[src/rtl/noc_tg_pkg.sv]
// Shared types and constants for the AXI-Stream mesh traffic generator.
// Beat payload layout is {src, seq, beat}.
package noc_tg_pkg;

    typedef enum logic [1:0] {
        IDLE,
        SEND,
        GAP,
        FINISH
    } tg_state_e;

    localparam int SRC_W  = 4;
    localparam int SEQ_W  = 12;
    localparam int BEAT_W = 16;

    localparam logic [3:0]  LFSR_SEED_LO = 4'hA;
    localparam logic [15:0] LFSR_TAPS    = 16'hB400;

    // Low nibble is always 0xA, so the seed can never be all-zero.
    function automatic logic [15:0] lfsr_seed(input int src);
        logic [31:0] s;
        s = src;
        return {s[11:0], LFSR_SEED_LO};
    endfunction

endpackage

[src/rtl/axis_tg_lfsr.sv]
// 16-bit Galois LFSR (x^16+x^14+x^13+x^11+1), stepped on demand.
// Only the two low bits leave the block; they size inter-packet gaps.
module axis_tg_lfsr
    import noc_tg_pkg::*;
#(
    parameter logic [15:0] SEED = 16'h000A
) (
    input  logic       clk,
    input  logic       rst_n,
    input  logic       adv,
    output logic [1:0] rnd
);

    logic [15:0] q;

    // One right-shift step with tap feedback whenever adv is high.
    always_ff @(posedge clk) begin
        if (!rst_n) begin
            q <= SEED;
        end else if (adv) begin
            q <= {1'b0, q[15:1]} ^ (q[0] ? LFSR_TAPS : 16'h0000);
        end
    end

    assign rnd = q[1:0];

endmodule

[src/rtl/axis_traffic_gen.sv]
// AXI-Stream packet generator feeding one mesh node input.
// Emits numbered packets with fixed or round-robin destinations.
module axis_traffic_gen
    import noc_tg_pkg::*;
#(
    parameter int TDATA_WIDTH      = 32,
    parameter int TDEST_WIDTH      = 4,
    parameter int SRC_ID           = 0,
    parameter int NUM_NODES        = 4,
    parameter int DISABLE_SELFLOOP = 0
) (
    input  logic                   clk,
    input  logic                   rst_n,
    input  logic                   start,
    input  logic [15:0]            num_pkts,
    input  logic [4:0]             pkt_len,
    input  logic                   rr_mode,
    input  logic [TDEST_WIDTH-1:0] fixed_dest,
    input  logic                   gap_en,
    output logic                   axis_out_tvalid,
    input  logic                   axis_out_tready,
    output logic [TDATA_WIDTH-1:0] axis_out_tdata,
    output logic                   axis_out_tlast,
    output logic [TDEST_WIDTH-1:0] axis_out_tdest,
    output logic                   busy,
    output logic                   done,
    output logic [15:0]            pkts_sent
);

    localparam logic [SRC_W-1:0] SRC4 = SRC_W'(SRC_ID);

    tg_state_e              state, state_nx;
    logic [15:0]            npkt_q;
    logic [15:0]            sent_q;
    logic [4:0]             len_q;
    logic [4:0]             beat_q;
    logic [SEQ_W-1:0]       seq_q;
    logic                   rr_q;
    logic                   gap_q;
    logic [TDEST_WIDTH-1:0] dest_q;
    logic [1:0]             gap_cnt;
    logic [1:0]             rnd;
    logic                   xfer;
    logic                   last_beat;
    logic                   pkt_done;
    logic                   last_pkt;

    function automatic logic [TDEST_WIDTH-1:0] rr_next(
        input logic [TDEST_WIDTH-1:0] d
    );
        int n;
        n = (int'(d) + 1) % NUM_NODES;
        if (DISABLE_SELFLOOP != 0 && n == SRC_ID) begin
            n = (n + 1) % NUM_NODES;
        end
        return TDEST_WIDTH'(n);
    endfunction

    assign xfer      = (state == SEND) && axis_out_tready;
    assign last_beat = (beat_q == len_q - 5'd1);
    assign pkt_done  = xfer && last_beat;
    assign last_pkt  = (sent_q + 16'd1 == npkt_q);

    axis_tg_lfsr #(
        .SEED(lfsr_seed(SRC_ID))
    ) u_lfsr (
        .clk  (clk),
        .rst_n(rst_n),
        .adv  (pkt_done),
        .rnd  (rnd)
    );

    // State register.
    always_ff @(posedge clk) begin
        if (!rst_n) begin
            state <= IDLE;
        end else begin
            state <= state_nx;
        end
    end

    // Next-state selection.
    always_comb begin
        state_nx = state;
        unique case (state)
            IDLE: begin
                if (start) begin
                    state_nx = (num_pkts == 16'd0) ? FINISH : SEND;
                end
            end
            SEND: begin
                if (pkt_done) begin
                    if (last_pkt) begin
                        state_nx = FINISH;
                    end else if (gap_q) begin
                        state_nx = GAP;
                    end else begin
                        state_nx = SEND;
                    end
                end
            end
            GAP: begin
                if (gap_cnt == 2'd0) begin
                    state_nx = SEND;
                end
            end
            FINISH: begin
                state_nx = IDLE;
            end
            default: begin
                state_nx = IDLE;
            end
        endcase
    end

    // Run configuration and beat/packet counters; only move on a transfer.
    always_ff @(posedge clk) begin
        if (!rst_n) begin
            npkt_q  <= '0;
            sent_q  <= '0;
            len_q   <= 5'd1;
            beat_q  <= '0;
            seq_q   <= '0;
            rr_q    <= 1'b0;
            gap_q   <= 1'b0;
            dest_q  <= '0;
            gap_cnt <= '0;
        end else begin
            if (state == IDLE && start) begin
                npkt_q <= num_pkts;
                len_q  <= (pkt_len == 5'd0) ? 5'd1 : pkt_len;
                rr_q   <= rr_mode;
                gap_q  <= gap_en;
                dest_q <= rr_mode ? '0 : fixed_dest;
                sent_q <= '0;
                beat_q <= '0;
                seq_q  <= '0;
            end
            if (xfer) begin
                if (last_beat) begin
                    beat_q  <= '0;
                    sent_q  <= sent_q + 16'd1;
                    seq_q   <= seq_q + 1'b1;
                    gap_cnt <= rnd;
                    if (rr_q) begin
                        dest_q <= rr_next(dest_q);
                    end
                end else begin
                    beat_q <= beat_q + 5'd1;
                end
            end
            if (state == GAP && gap_cnt != 2'd0) begin
                gap_cnt <= gap_cnt - 2'd1;
            end
        end
    end

    // Stream outputs are zeroed whenever no beat is offered.
    always_comb begin
        axis_out_tvalid = (state == SEND);
        axis_out_tlast  = 1'b0;
        axis_out_tdest  = '0;
        axis_out_tdata  = '0;
        if (axis_out_tvalid) begin
            axis_out_tlast = last_beat;
            axis_out_tdest = dest_q;
            axis_out_tdata = TDATA_WIDTH'({SRC4, seq_q, BEAT_W'(beat_q)});
        end
    end

    assign busy      = (state != IDLE);
    assign done      = (state == FINISH);
    assign pkts_sent = sent_q;

endmodule

[config.mk]
export PLATFORM = sky130hd
export DESIGN_NAME = axis_traffic_gen
export DESIGN_NICKNAME = d
export VERILOG_FILES = /design/src/rtl/noc_tg_pkg.sv /design/src/rtl/axis_tg_lfsr.sv /design/src/rtl/axis_traffic_gen.sv
export SDC_FILE = /design/constraint.sdc
export NUM_CORES = 1
export LEC_CHECK = 0
export BUFFER_PORTS_ARGS = -buffer_cell sky130_fd_sc_hd__buf_2
export CORE_MARGIN = 10
export CORE_UTILIZATION = 45
export CTS_CLUSTER_SIZE = 25
export DETAILED_ROUTE_END_ITERATION = 7
export PLACE_DENSITY = 0.65
export SKIP_CTS_REPAIR_TIMING = 1
export SYNTH_ARGS = -nofsm -noshare
export SYNTH_HDL_FRONTEND = slang
export SYNTH_SLANG_ARGS = --single-unit
[constraint.sdc]
create_clock -name clk -period 2.7 [get_ports clk]
set_input_delay 0.405 -clock clk [delete_from_list [all_inputs] [get_ports clk]]
set_output_delay 0.405 -clock clk [all_outputs]
set_load 0.01 [all_outputs]
==> results.cfg <==
[run_status]
outcome = finished clean

[synthesis]
ys_warn_count = 0
synth_ff_type = dfxtp_1
synth_edf_count = 0
async_flop_share_pct = 0
synth.distinct_cells = 58
synth_top_area_cell = dfxtp_1
avgSynthCellArea_um2 = 7.75
seq_area_frac_synth_pct = 36.5
yosys-top-cells-area = dfxtp_1, nand2_1, a21oi_1
synth-seq-cells = 80
netlist_instances = 566
syn_area_mm2 = 0.00439
synth_top_area_share_pct = 36.5

[sta]
slew_headroom_pct = 53.3
finalSetupViolations = 0
clock-skew-final_ns = 0.0123
finalHoldViolations = 0
fmax_mhz = 386
fin_crit_sh_pct = 96.0
timing.hold.ws_ns = 0.289
tightest_slew_ns = 0.699
slew_violations = 0
min_period_ns = 2.59

[grt]
grt_pass1_wl_um = 19400
grt_pass1_vias = 3989
overflow = 0
track_usage_pct = 16.2
antenna_found_initial = 0
grt_max_degree = 50

[critical_path]
cp.arrival_ns = 2.19
crit_path_end_kind = output pin
worstPathRequired_ns = 2.30
cp_slowest_cell = dfxtp_2
path_cells = inv_1 > ha_2 > nor4bb_4 > o211ai_1 > a211o_1 > nor3b_2 > buf_2
startpoint_type = register
max_stage_delay_ns = 0.34
path_class = reg2out
worstPathMaxFanout = 3

[final_layout]
finalNetCount = 660
fin_cells = 758
drive_gt1_share_pct = 19.4
area_delta_synth_final_pct = 16.1
n_fill_cell = 945
antennaDiodeCount = 0

[power_and_ir_drop]
irDropWorstVdd_v = 0.000339
leakage_nw = 2.07
power_density_mw_per_mm2 = 541

[die]
core_area_mm2 = 0.00937
start_util_pct = 46.8
io_pins = 87
dieArea_mm2 = 0.0141
die_h_um = 119
die_x_um = 119
placementRows = 35

[clock_tree]
cts_buffers = 9
cts-root-buf = clkbuf_8
clock_latency_ns = 0.36
clock-sinks = 80
cts_tree = yes
htree_levels = 3
clk_pin_slew_ns = 0.09
clockBufferDepth = 2

[drt]
wirelength_um = 11700
via_per_inst = 5.44
drcViolationCount = 0
post_drt_wl_per_cell_um = 15.4
dr.pass1.iters = 4
drt_iter0_markers = 232
antenna_left = 0
dr_total_vias = 4120

[placed_design]
dp_hpwl_um = 8570
globalplace.congestion = 0.910
port-buffer-count = 71
dp_cells = 742

[min_path]
hp-class = in2reg

[job]
max-cap-violations = 0
==> final timing paths <==
check / from / endpoint / slack, ns / depth (start not counted)
max: len_q[0]$_SDFFE_PN1P_ / axis_out_tlast / 0.11 / 7
min: gap_en / gap_q$_SDFFE_PN0P_ / 0.29 / 3
max reg2reg: len_q[0]$_SDFFE_PN1P_ / pkts_sent[12]$_SDFF_PN0_ / 0.15 / 8
min reg2reg: u_lfsr.q[9]$_SDFFE_PN0P_ / u_lfsr.q[9]$_SDFFE_PN0P_ / 0.46 / 2
==> per-stage QoR <==
stage	setup TNS, ns	util (%)	cell area [um^2]	setup WS, ns	power (W)
floorplan	0	-	4440	0.349	0.00151
detailed placement	0	51.1	4790	0.00518	0.00160
global placement	0	51.1	4790	0.182	0.00159
finish	0	54.4	5100	0.107	0.00276
CTS	-0.0734	53.9	5050	-0.0257	0.00277
global route	-0.0101	54.4	5100	-0.0101	0.00287
==> layer usage <==
layer,vias to the layer above,track usage (%),share of wire [%]
li1,2061,-,-
met2,94,26.2,48
met5,-,0,0
met1,1948,20.1,45
met3,17,4.38,5.3
met4,0,6.41,2.0
==> area by class of cell <==
class,count,area [um^2],area share (%)
multi-input combinational,436,2530,49.7
sequential,80,1600,31.5
timing repair buffer,87,492,9.65
tap,129,161,3.17
clock buffer,11,141,2.77
clock inverter,5,128,2.50
inverter,10,37.5,0.737
==> worst max-delay path: cells and delay by family (launching register included) <==
family	cells	cell delay, ns
flip-flops	1	0.34
AND/OR/NAND/NOR	2	0.48
AO/OA/AOI/OAI	2	0.56
adder cells (fa/ha/maj)	1	0.20
buffers and inverters	2	0.25
==> placed cells by master (no fill, tap or decap), drive strengths merged, types with 3 or more instances in the layout <==
cell type	count
buf	87
and3b	3
nand3b	9
or4	3
and4	3
o21a	4
nand4	9
bufinv	4
nor4	9
dfxtp	80
nor2b	6
conb	15
mux2i	4
xor2	11
and2	23
a31oi	10
nor3	5
nand2	100
inv	10
ha	5
nand3	26
or3	6
and3	9
nor2	30
mux2	3
clkbuf	11
xnor2	15
a211oi	7
a21oi	65
o21ai	26
nor3b	3
==> registers in the layout (all words and copies together), names as in the netlist <==
| name | flops |
|---|---|
| pkts_sent | 16 |
| gap_cnt | 2 |
| len_q | 5 |
| gap_q | 1 |
| rr_q | 1 |
| state | 2 |
| u_lfsr.q | 16 |
| dest_q | 4 |
| beat_q | 5 |
| npkt_q | 16 |
| seq_q | 12 |
==> power by group <==
group          leakage [nW]  internal (W)  switching (W)  total [W]
combinational          1.29      0.000123       0.000204   0.000327
sequential            0.649       0.00122      0.0000319    0.00125
clock                 0.130      0.000734       0.000447    0.00118
==> synthesized netlist by cell type (3+ instances only) <==
library cell	instances
nor2b_1	6
mux2i_1	4
or4_1	3
and4_1	3
nor2_1	29
o21ai_0	24
ha_1	5
a211oi_1	6
mux2_2	3
nor3_1	3
nor3b_1	3
buf_4	18
a31oi_1	10
buf_2	9
and2_1	23
xnor2_1	15
clkbuf_1	23
nand3b_1	9
buf_6	3
dfxtp_1	80
and3b_1	3
o21a_1	4
and3_1	9
inv_1	10
xor2_1	11
nand4_1	9
or3_1	6
a21oi_1	65
nor4_1	8
nand3_1	26
nand2_1	100
==> kinds of logic after synthesis <==
family	share of synthesized area, %
AND/OR/NAND/NOR	28.7
AO/OA/AOI/OAI	18.6
flip-flops	36.5
buffers and inverters	7.81
XOR/XNOR	5.19
multiplexers	1.68
adder cells (fa/ha/maj)	1.43
other	0.0854
No activity file was read; power rests on OpenSTA's default activity.
